==> src/rtl/fp32_mul_pkg.sv <==
// -----------------------------------------------------------------------------
// fp32_mul_pkg
//   Shared constants and types for the FP32 multiplier back end
//   (fp_mul_pack_round and its rounding incrementer fp_mul_rne).
//   Contents:
//     BIAS, EXP_FIELD_MAX, QNAN  - IEEE-754 single constants
//     EXP_W_DEF, SHIFT_CAP_DEF   - default internal exponent width and
//                                  maximum denormalization shift count
//     state_e                    - back-end FSM states
// -----------------------------------------------------------------------------
package fp32_mul_pkg;

  localparam int          BIAS          = 127;
  localparam int          EXP_FIELD_MAX = 255;
  localparam logic [31:0] QNAN          = 32'h7FC0_0000;

  // 10 signed bits cover the full internal range -171..382.
  localparam int EXP_W_DEF     = 10;
  localparam int SHIFT_CAP_DEF = 26;

  typedef enum logic [2:0] {
    ST_IDLE,
    ST_NORM,
    ST_DENORM,
    ST_ROUND,
    ST_OUT
  } state_e;

endpackage : fp32_mul_pkg

==> src/rtl/fp_mul_rne.sv <==
// -----------------------------------------------------------------------------
// fp_mul_rne
//   Combinational round-to-nearest-even incrementer.
//   Ports:
//     m        in  24  mantissa including hidden bit
//     g        in  1   guard bit (first bit below m)
//     s        in  1   sticky (OR of everything below g)
//     m25      out 25  rounded mantissa; bit 24 is the carry-out
//     inexact  out 1   any discarded bit was non-zero
// -----------------------------------------------------------------------------
module fp_mul_rne (
  input  logic [23:0] m,
  input  logic        g,
  input  logic        s,
  output logic [24:0] m25,
  output logic        inexact
);

  logic round_up;

  // Round up above the halfway point, or exactly at it when m is odd.
  assign round_up = g & (s | m[0]);
  assign m25      = {1'b0, m} + {24'b0, round_up};
  assign inexact  = g | s;

endmodule : fp_mul_rne

==> src/rtl/fp_mul_pack_round.sv <==
// -----------------------------------------------------------------------------
// fp_mul_pack_round
//   Back end of the FP32 multiplier. Takes the 48-bit mantissa product and
//   the operand exponent data, re-normalizes, denormalizes tiny results one
//   bit per cycle, rounds to nearest-even and packs an IEEE-754 single.
//
//   Configuration macro: FP_MUL_FTZ_EN
//     defined   - tiny results flush to signed zero (underflow+inexact),
//                 no DENORM state logic is built.
//     undefined - gradual underflow through the DENORM state.
//
//   Ports:
//     clk, rst_n                  clock, synchronous active-low reset
//     in_valid / in_ready         input handshake (ready only in IDLE)
//     in_prod[47:0]               mantissa product, point between 46 and 45
//     in_exp1/2[7:0]              raw biased exponent fields
//     in_shift1/2[4:0]            front-end leading-zero shift counts
//     in_sign, in_nan, in_inf     sign and upstream special classification
//     out_valid / out_ready       output handshake (held until accepted)
//     out_result[31:0]            packed FP32 result
//     out_overflow/underflow/inexact  exception flags
// -----------------------------------------------------------------------------
module fp_mul_pack_round
  import fp32_mul_pkg::*;
#(
  parameter int EXP_W     = EXP_W_DEF,
  parameter int SHIFT_CAP = SHIFT_CAP_DEF
) (
  input  logic        clk,
  input  logic        rst_n,
  input  logic        in_valid,
  output logic        in_ready,
  input  logic [47:0] in_prod,
  input  logic [7:0]  in_exp1,
  input  logic [7:0]  in_exp2,
  input  logic [4:0]  in_shift1,
  input  logic [4:0]  in_shift2,
  input  logic        in_sign,
  input  logic        in_nan,
  input  logic        in_inf,
  output logic        out_valid,
  input  logic        out_ready,
  output logic [31:0] out_result,
  output logic        out_overflow,
  output logic        out_underflow,
  output logic        out_inexact
);

  localparam logic signed [EXP_W-1:0] E_ONE       = EXP_W'(1);
  localparam logic signed [EXP_W-1:0] E_FIELD_MAX = EXP_W'(EXP_FIELD_MAX);
`ifndef FP_MUL_FTZ_EN
  // Below this exponent every mantissa bit would be shifted into sticky.
  localparam logic signed [EXP_W-1:0] E_COLLAPSE  = EXP_W'(1 - SHIFT_CAP);
`endif

  // Control / result state
  state_e      state_q, state_d;
  logic [31:0] result_q, result_d;
  logic        ovf_q, ovf_d;
  logic        unf_q, unf_d;
  logic        inx_q, inx_d;

  // Captured operand bundle
  logic [47:0] prod_q, prod_d;
  logic [7:0]  exp1_q, exp1_d, exp2_q, exp2_d;
  logic [4:0]  shift1_q, shift1_d, shift2_q, shift2_d;
  logic        sign_q, sign_d, nan_q, nan_d, inf_q, inf_d;

  // Working mantissa / exponent
  logic [23:0]             m_q, m_d;
  logic                    g_q, g_d, s_q, s_d;
  logic signed [EXP_W-1:0] e_q, e_d;

  // NORM-stage datapath
  logic [7:0]              eeff1, eeff2;
  logic signed [EXP_W-1:0] e_base, e_norm;
  logic [23:0]             m_norm;
  logic                    g_norm, s_norm;

  // ROUND-stage datapath
  logic [24:0]             m25;
  logic                    rne_inexact;
  logic [23:0]             m_rnd;
  logic signed [EXP_W-1:0] e_rnd;
  logic [7:0]              field_rnd;

  // A zero exponent field means a subnormal operand whose effective
  // exponent is 1; the front end already counted its leading zeros.
  always_comb begin
    eeff1  = (exp1_q == 8'd0) ? 8'd1 : exp1_q;
    eeff2  = (exp2_q == 8'd0) ? 8'd1 : exp2_q;
    e_base = EXP_W'(eeff1) + EXP_W'(eeff2) - EXP_W'(BIAS)
           - EXP_W'(shift1_q) - EXP_W'(shift2_q);
    if (prod_q[47]) begin
      m_norm = prod_q[47:24];
      g_norm = prod_q[23];
      s_norm = |prod_q[22:0];
      e_norm = e_base + E_ONE;
    end else begin
      m_norm = prod_q[46:23];
      g_norm = prod_q[22];
      s_norm = |prod_q[21:0];
      e_norm = e_base;
    end
  end

  fp_mul_rne u_rne (
    .m       (m_q),
    .g       (g_q),
    .s       (s_q),
    .m25     (m25),
    .inexact (rne_inexact)
  );

  // Carry out of rounding renormalizes; a subnormal that rounds up into
  // bit 23 picks up exponent 1 naturally since e_q is already 1.
  always_comb begin
    if (m25[24]) begin
      m_rnd = m25[24:1];
      e_rnd = e_q + E_ONE;
    end else begin
      m_rnd = m25[23:0];
      e_rnd = e_q;
    end
    field_rnd = m_rnd[23] ? e_rnd[7:0] : 8'd0;
  end

  always_comb begin
    // NOTE: every always_comb output gets a default first so no path can
    // leave it unassigned and infer a latch.
    state_d  = state_q;
    result_d = result_q;
    ovf_d    = ovf_q;
    unf_d    = unf_q;
    inx_d    = inx_q;
    prod_d   = prod_q;
    exp1_d   = exp1_q;
    exp2_d   = exp2_q;
    shift1_d = shift1_q;
    shift2_d = shift2_q;
    sign_d   = sign_q;
    nan_d    = nan_q;
    inf_d    = inf_q;
    m_d      = m_q;
    g_d      = g_q;
    s_d      = s_q;
    e_d      = e_q;

    unique case (state_q)
      ST_IDLE: begin
        if (in_valid) begin
          prod_d   = in_prod;
          exp1_d   = in_exp1;
          exp2_d   = in_exp2;
          shift1_d = in_shift1;
          shift2_d = in_shift2;
          sign_d   = in_sign;
          nan_d    = in_nan;
          inf_d    = in_inf;
          state_d  = ST_NORM;
        end
      end

      ST_NORM: begin
        m_d = m_norm;
        g_d = g_norm;
        s_d = s_norm;
        e_d = e_norm;
        if (nan_q) begin
          result_d = QNAN;
          {ovf_d, unf_d, inx_d} = 3'b000;
          state_d  = ST_OUT;
        end else if (inf_q) begin
          result_d = {sign_q, 8'hFF, 23'd0};
          {ovf_d, unf_d, inx_d} = 3'b000;
          state_d  = ST_OUT;
        end else if (prod_q == 48'd0) begin
          result_d = {sign_q, 31'd0};
          {ovf_d, unf_d, inx_d} = 3'b000;
          state_d  = ST_OUT;
`ifdef FP_MUL_FTZ_EN
        end else if (e_norm < E_ONE) begin
          result_d = {sign_q, 31'd0};
          {ovf_d, unf_d, inx_d} = 3'b011;
          state_d  = ST_OUT;
`else
        end else if (e_norm < E_COLLAPSE) begin
          m_d     = 24'd0;
          g_d     = 1'b0;
          s_d     = 1'b1;
          e_d     = E_ONE;
          state_d = ST_ROUND;
        end else if (e_norm < E_ONE) begin
          state_d = ST_DENORM;
`endif
        end else begin
          state_d = ST_ROUND;
        end
      end

`ifndef FP_MUL_FTZ_EN
      ST_DENORM: begin
        m_d = {1'b0, m_q[23:1]};
        g_d = m_q[0];
        s_d = s_q | g_q;
        e_d = e_q + E_ONE;
        if (e_q == '0) state_d = ST_ROUND;
      end
`endif

      ST_ROUND: begin
        if (e_rnd >= E_FIELD_MAX) begin
          result_d = {sign_q, 8'hFF, 23'd0};
          {ovf_d, unf_d, inx_d} = 3'b101;
        end else begin
          result_d = {sign_q, field_rnd, m_rnd[22:0]};
          ovf_d    = 1'b0;
          inx_d    = rne_inexact;
          // Tininess is judged on the unrounded mantissa.
          unf_d    = rne_inexact & ~m_q[23];
        end
        state_d = ST_OUT;
      end

      ST_OUT: begin
        if (out_ready) state_d = ST_IDLE;
      end

      default: state_d = ST_IDLE;
    endcase
  end

  // NOTE: sequential state uses non-blocking assignments only, so every flop
  // samples the pre-edge value of its _d regardless of statement order.
  always_ff @(posedge clk) begin
    if (!rst_n) begin
      state_q  <= ST_IDLE;
      result_q <= 32'd0;
      ovf_q    <= 1'b0;
      unf_q    <= 1'b0;
      inx_q    <= 1'b0;
    end else begin
      state_q  <= state_d;
      result_q <= result_d;
      ovf_q    <= ovf_d;
      unf_q    <= unf_d;
      inx_q    <= inx_d;
    end
  end

  // NOTE: datapath registers are left without reset; each is written in
  // IDLE or NORM before any state reads it.
  always_ff @(posedge clk) begin
    prod_q   <= prod_d;
    exp1_q   <= exp1_d;
    exp2_q   <= exp2_d;
    shift1_q <= shift1_d;
    shift2_q <= shift2_d;
    sign_q   <= sign_d;
    nan_q    <= nan_d;
    inf_q    <= inf_d;
    m_q      <= m_d;
    g_q      <= g_d;
    s_q      <= s_d;
    e_q      <= e_d;
  end

  assign in_ready      = (state_q == ST_IDLE);
  assign out_valid     = (state_q == ST_OUT);
  assign out_result    = result_q;
  assign out_overflow  = ovf_q;
  assign out_underflow = unf_q;
  assign out_inexact   = inx_q;

endmodule : fp_mul_pack_round

==> config.mk <==
export PLATFORM = sky130hd
export DESIGN_NAME = fp_mul_pack_round
export DESIGN_NICKNAME = d
export VERILOG_FILES = /design/src/rtl/fp32_mul_pkg.sv /design/src/rtl/fp_mul_rne.sv /design/src/rtl/fp_mul_pack_round.sv
export SDC_FILE = /design/constraint.sdc
export NUM_CORES = 1
export LEC_CHECK = 0
export BUFFER_PORTS_ARGS = -buffer_cell sky130_fd_sc_hd__buf_2
export CAP_MARGIN = 25
export CORE_UTILIZATION = 45
export CTS_CLUSTER_SIZE = 25
export DETAILED_ROUTE_END_ITERATION = 10
export GPL_TIMING_DRIVEN = 1
export HOLD_SLACK_MARGIN = 0.03
export PLACE_DENSITY_LB_ADDON = 0.1
export SKIP_LAST_GASP = 1
export SLEW_MARGIN = 30
export SYNTH_ARGS = -nofsm -noshare
export SYNTH_HDL_FRONTEND = slang
export SYNTH_SLANG_ARGS = --single-unit
==> constraint.sdc <==
create_clock -name clk -period 7.4 [get_ports clk]
set_clock_uncertainty 0.15 [all_clocks]
set_input_delay 1.48 -clock clk [delete_from_list [all_inputs] [get_ports clk]]
set_output_delay 1.48 -clock clk [all_outputs]
set_load 0.1 [all_outputs]
Word-level counts from Yosys, hierarchy flattened
Cells that the tools add are included.
{"block": "classes", "n_addsub": 7, "magnitude_cmp": 3, "eq_ne": 8, "muxes": 52, "bitwise": 5, "reduce_logical": 12}
{"cell": "24-bit 2-to-1 mux", "n": 6}
{"cell": "32-bit 2-to-1 mux", "n": 3}
{"cell": "32-bit case mux with 2 select lines", "n": 1}
{"cell": "10-bit 2-to-1 mux", "n": 6}
{"cell": "48-bit zero test", "n": 1}
{"cell": "24-bit case mux with 2 select lines", "n": 1}
{"cell": "31-bit 2-to-1 mux", "n": 1}
{"cell": "24-bit by 1-bit adder with 25-bit output", "n": 1}
{"cell": "8-bit 2-to-1 mux", "n": 3}
{"cell": "23-bit OR reduction", "n": 1}
{"cell": "22-bit OR reduction", "n": 1}
{"cell": "10-bit by 2-bit adder with 10-bit output (second input constant)", "n": 2}
{"cell": "10-bit case mux with 2 select lines", "n": 1}
{"cell": "10-bit by 5-bit subtractor with 10-bit output", "n": 2}
{"cell": "1-bit 2-to-1 mux", "n": 18}
{"cell": "3-bit 2-to-1 mux", "n": 6}
{"cell": "8-bit zero test", "n": 2}
{"cell": "3-bit case mux with 5 select lines", "n": 1}
{"cell": "10-bit by 9-bit >= comparator with 1-bit output (second input constant)", "n": 1}
{"cell": "10-bit zero test", "n": 1}
{"cell": "10-bit by 2-bit less-than comparator with 1-bit output (second input constant)", "n": 1}
{"cell": "10-bit by 6-bit less-than comparator with 1-bit output (second input constant)", "n": 1}
{"cell": "1-bit case mux with 2 select lines", "n": 5}
{"cell": "9-bit by 7-bit subtractor with 10-bit output (second input constant)", "n": 1}
{"cell": "14 further kinds", "n": 20}
{"block": "totals", "ff_bits": 151, "input_bits": 81, "out_inout_bits": 37, "wordCells": 104}

Depth between registers and ports, before layout
{"block": "depth", "ltp_word": 15, "depth_mapped": 18, "mapped_depth_nobuf": 18}

Modules after synthesis
From an unflattened synthesis, not the netlist that was laid out.
{"block": "hier_totals", "cells_unflattened": 687, "area_unflattened_um2": 7915.1}
{"module": "fp_mul_pack_round", "instances": 1, "cells_per_inst": 622, "area_per_inst_um2": 7420.9, "seq_area_each_um2": 4154.0}
{"module": "fp_mul_rne", "instances": 1, "cells_per_inst": 65, "area_per_inst_um2": 494.2, "seq_area_each_um2": 0.0}

Worst setup path before layout
No wires, ideal clock.
{"block": "synth_path", "path_type": "flip-flop to flip-flop", "start": "register shift1_q[1]", "end": "register e_q[7], data pin", "setup_ns": 0.269, "arrival_time_ns": 4.704, "required_time_ns": 6.981, "path_slack_ns": 2.277, "stages_incl_launch_ff": 17, "synth_period_minus_slack_ns": 5.123, "path_cell_list": "edfxtp_1 -> ha_1 -> fa_1 -> inv_1 -> fa_1 -> ha_1 -> fa_1 -> a211oi_1 -> o21ai_0 -> a221oi_1 -> nand4_1 -> o211ai_1 -> nor3_1 -> ha_1 -> a21o_1 -> clkbuf_1 -> o22ai_1"}
{"block": "synth_via", "elab_chain_len": 10}
{"item": "from (decl)", "line_no": "fp_mul_pack_round.sv:66", "source": "logic [4:0] shift1_q, shift1_d, shift2_q, shift2_d;"}
{"item": "from (signal assigned)", "line_no": "fp_mul_pack_round.sv:257", "source": "shift1_q <= shift1_d;"}
{"item": "10-bit by 5-bit subtractor with 10-bit output * (2 in a row)", "line_no": "fp_mul_pack_round.sv:93", "source": "- EXP_W'(shift1_q) - EXP_W'(shift2_q);"}
{"item": "10-bit by 2-bit adder with 10-bit output", "line_no": "fp_mul_pack_round.sv:98", "source": "e_norm = e_base + E_ONE;"}
{"item": "10-bit 2-to-1 mux *", "line_no": "fp_mul_pack_round.sv:94", "source": "if (prod_q[47]) begin"}
{"item": "10-bit by 6-bit less-than comparator with 1-bit output", "line_no": "fp_mul_pack_round.sv:187", "source": "end else if (e_norm < E_COLLAPSE) begin"}
{"item": "10-bit 2-to-1 mux", "line_no": "fp_mul_pack_round.sv:187"}
{"item": "10-bit 2-to-1 mux", "line_no": "fp_mul_pack_round.sv:177", "source": "end else if (prod_q == 48'd0) begin"}
{"item": "10-bit 2-to-1 mux", "line_no": "fp_mul_pack_round.sv:173", "source": "end else if (inf_q) begin"}
{"item": "10-bit 2-to-1 mux *", "line_no": "fp_mul_pack_round.sv:169", "source": "if (nan_q) begin"}
{"item": "10-bit case mux with 2 select lines *", "line_no": "fp_mul_pack_round.sv:149", "source": "unique case (state_q)"}
{"item": "via e_d[7]", "line_no": "fp_mul_pack_round.sv:72", "source": "logic signed [EXP_W-1:0] e_q, e_d;"}
{"item": "to (signal assigned)", "line_no": "fp_mul_pack_round.sv:265", "source": "e_q <= e_d;"}
{"item": "to (decl)", "line_no": "fp_mul_pack_round.sv:72"}
Mark *: on every way through the listed nets, which the timed path passes. The rest lies on a longest branch.
A chain may end at the register's enable or synchronous reset.

Worst setup path in the final report
{"block": "layout_path", "start": "register shift1_q[1]", "end": "register s_q, data pin"}
{"block": "layout_via", "elab_chain_len": 10}
{"item": "10-bit by 5-bit subtractor with 10-bit output * (2 in a row)", "line_no": "fp_mul_pack_round.sv:93"}
{"item": "10-bit by 2-bit adder with 10-bit output", "line_no": "fp_mul_pack_round.sv:98"}
{"item": "10-bit 2-to-1 mux *", "line_no": "fp_mul_pack_round.sv:94"}
{"item": "10-bit by 6-bit less-than comparator with 1-bit output *", "line_no": "fp_mul_pack_round.sv:187"}
{"item": "1-bit 2-to-1 mux *", "line_no": "fp_mul_pack_round.sv:187"}
{"item": "1-bit 2-to-1 mux *", "line_no": "fp_mul_pack_round.sv:177"}
{"item": "1-bit 2-to-1 mux *", "line_no": "fp_mul_pack_round.sv:173"}
{"item": "1-bit 2-to-1 mux *", "line_no": "fp_mul_pack_round.sv:169"}
{"item": "1-bit case mux with 2 select lines *", "line_no": "fp_mul_pack_round.sv:149"}
{"item": "via s_d", "line_no": "fp_mul_pack_round.sv:71", "source": "logic g_q, g_d, s_q, s_d;"}
{"item": "to (signal assigned)", "line_no": "fp_mul_pack_round.sv:264", "source": "s_q <= s_d;"}
{"item": "to (decl)", "line_no": "fp_mul_pack_round.sv:71"}
Marked as above.

==> impl_metrics.env <==
export IMPL_status="finished, final reports clean"
export IMPL_yosysMostFrequentCell="edfxtp_1"
export IMPL_place_port_buffers=117
export IMPL_nets=897
export IMPL_endpoint="s_q"
export IMPL_syn_area_per_cell_um2=11.32
export IMPL_syn_area_mm2=0.007642
export IMPL_coreArea_mm2=0.01658
export IMPL_grt_usage_pct=19.48
export IMPL_first_pass_iters=5
export IMPL_ios=118
export IMPL_htreeDepth=4
export IMPL_timing_setup_tns_ns=0
export IMPL_min_path_cells=2
export IMPL_drive_gt1_share_pct=22.14
export IMPL_area_growth_pct=18.63
export IMPL_clockBufferDepth=2
export IMPL_cts_resized=0
export IMPL_hold_violations=0
export IMPL_cp_max_fo=35
export IMPL_fmax_ghz=0.1730
export IMPL_drtIter0Drc=329
export IMPL_hold_ws_ns=0.3026
export IMPL_nFillCells=1457
export IMPL_synthArstFlopShare_pct=0
export IMPL_wl_mm=16.24
export IMPL_drcViolationCount=0
export IMPL_synthCells=675
export IMPL_grt_max_degree=78
export IMPL_grt_overflow=0
export IMPL_r2r_start="shift1_q[1]"
export IMPL_post_cts_buffers=0
export IMPL_ys_ff_latch=151
export IMPL_holdBufCountCts=0
export IMPL_path_clk_slew_ns=0.06
export IMPL_synthTopCellsByCount="113 x edfxtp_1, 77 x nand2_1, 40 x o21ai_0, 38 x dfxtp_1, 32 x nor2_1"
export IMPL_place_gp_congestion=0.8545
export IMPL_fin_crit_ns=5.780
export IMPL_cts_buffers=17
export IMPL_synth_edf_count=113
export IMPL_yosysTopAreaCell="edfxtp_1"
export IMPL_n_antenna_cell=0
export IMPL_worst_slew_margin_rel_pct=47.64
export IMPL_totalPowerFinal_uw=2773
export IMPL_rrSetupSlack_ns=1.62
export IMPL_rsz0062_at_grt="false"
export IMPL_wl_per_cell_um=16.00
export IMPL_p_leak_uw=0.003554
export IMPL_synth_flop_cell="edfxtp_1"
export IMPL_worstPathCellList="ha_1 > fa_1 > inv_1 > fa_1 > ha_1 > fa_1 > a211oi_1 > nor2_1 > nor4_1 > nand2_1 > xnor2_1 > nand4_1 > nor3_1 > ha_1 > a21o_2 > a2111oi_0 > a21oi_1"
export IMPL_startpoint_type="register"
export IMPL_grt_pass1_vias=5447
export IMPL_syn_num_nets=790
export IMPL_final_cell_area_mm2=0.009066
export IMPL_die_area_mm2=0.01751
export IMPL_path_class="register to register"
export IMPL_clock_sinks=151
export IMPL_cts_root_buffer="clkbuf_16"
export IMPL_cts_tree="built"
export IMPL_yosysTopAreaCellShare_pct=44.40
export IMPL_clock_latency_ns=0.42
export IMPL_vias_per_cell=5.318
export IMPL_fp_dieH_um=132.3
export IMPL_grt_antenna_before_repair=0
export IMPL_crit_arrival_ns=5.79
export IMPL_maxCapViolCount=0
export IMPL_peakVddDrop_mv=0.2186
export IMPL_dieWidth_um=132.3
export IMPL_cpPeakStageDelay_ns=0.60
export IMPL_num_rows=47
export IMPL_timing_rr_end="s_q"
export IMPL_required_ns=7.41
export IMPL_power_density_mw_per_mm2=305.9
export IMPL_slowest_stage="nor4_1"
export IMPL_crit_start="shift1_q[1]"
export IMPL_initial_utilization_pct=46.08
export IMPL_drv_slew=0
export IMPL_hold_path_class="register to register"
export IMPL_netlist_cell_type_count=60
export IMPL_rr_worst_depth=17
export IMPL_crit_path_end_kind="register"
export IMPL_dp_hpwl_mm=12.17
export IMPL_place_area_mm2=0.008404
export IMPL_vias=5398
export IMPL_ys_top_cells_by_area="edfxtp_1 44%, dfxtp_1 10%, nand2_1 3.8%"
export IMPL_drtAntennaViolNets=0
export IMPL_ys_warn_count=0
export IMPL_setup_violations=0
export IMPL_finalCritPeriodShare_pct=78.10
export IMPL_worstMarginPinSlew_ns=0.7829
export IMPL_ys_seq_area_share_pct=54.35
export IMPL_grt_pass1_wl_mm=26.88
-- cell families (layout without fill, tap and decap cells) --
kind of cell / Yosys count / in the layout / synth area share [%]
xor gates and xnor gates: 46 / 46 / 5.272
AOI/OAI and AO/OA: 121 / 121 / 11.28
DFF: 151 / 151 / 54.35
and+or+nand+nor: 233 / 233 / 15.64
muxes: 26 / 26 / 3.405
adders and majority gates: 34 / 34 / 6.647
buffers and inverters: 64 / 184 / 3.405
-- per-layer routing --
layer  track usage, %  wire, um
met5                0         0
met4            7.791       274
met3            4.921       922
met2            30.50      7265
met1            25.89      7773
-- metrics by stage --
step                utilization, %  setup slack (ns)  instances
floorplan                        -             2.277        675
global placement             50.60             1.625        982
detailed placement           50.68             1.408        982
CTS                          54.48             1.384       1014
global route                 54.67             1.081       1015
finish                       54.67             1.620       1015
-- where the power goes --
part | leakage, uW | switching (uW) | total (uW) | internal, uW
clock | 0.000305 | 367 | 913 | 546
sequential | 0.00138 | 80.4 | 1110 | 1030
combinational | 0.00187 | 459 | 752 | 292
-- cells in the final DEF (no fill, tap or decap), drive strengths merged, types with 16 or more instances in the layout --
cell and n:
mux2i 26, nand3 24, nand4 16, ha 23, xnor2 30, buf 122, nand2 77, nor2 32
dfxtp 38, o21ai 40, edfxtp 113, inv 39, xor2 16, nor4 21, clkbuf 17
-- critical path: cells and delay by family (launching register included) --
kind / cells / cell delay, ns
AO/OA/AOI/OAI: 4 / 1.14
XOR/XNOR: 1 / 0.28
adder cells (fa/ha/maj): 6 / 2.30
buffers and inverters: 1 / 0.05
flip-flops: 1 / 0.37
AND/OR/NAND/NOR: 5 / 1.20
-- registers in the layout, summed over array words and instances, names as in the netlist --
register       count
e_q               10
prod_q            48
nan_q              1
out_overflow       1
shift1_q           5
m_q               24
out_result        32
g_q                1
out_inexact        1
inf_q              1
exp2_q             8
sign_q             1
shift2_q           5
exp1_q             8
s_q                1
state_q            3
out_underflow      1
-- worst min path at each step --
stage                    from              to  slack (ns)
2_1_floorplan          sign_q  out_result[31]        0.36
3_3_place_gp   out_result[31]  out_result[31]        0.29
3_5_place_dp     out_overflow    out_overflow        0.30
4_1_cts          out_overflow    out_overflow        0.31
5_1_grt         out_result[7]   out_result[7]        0.33
6_report         out_overflow    out_overflow        0.30
-- area by class of cell --
type / instances / area (um^2) / area share, %
clock buffers: 17 / 425.4 / 4.692
clock inverters: 15 / 205.2 / 2.263
inverters: 30 / 112.6 / 1.242
multi-input cells: 460 / 3251 / 35.85
flip-flops and latches: 151 / 4154 / 45.82
well taps: 220 / 275.3 / 3.036
repair buffers: 122 / 643.1 / 7.094
Note: power is estimated with default switching activity, not from simulation.
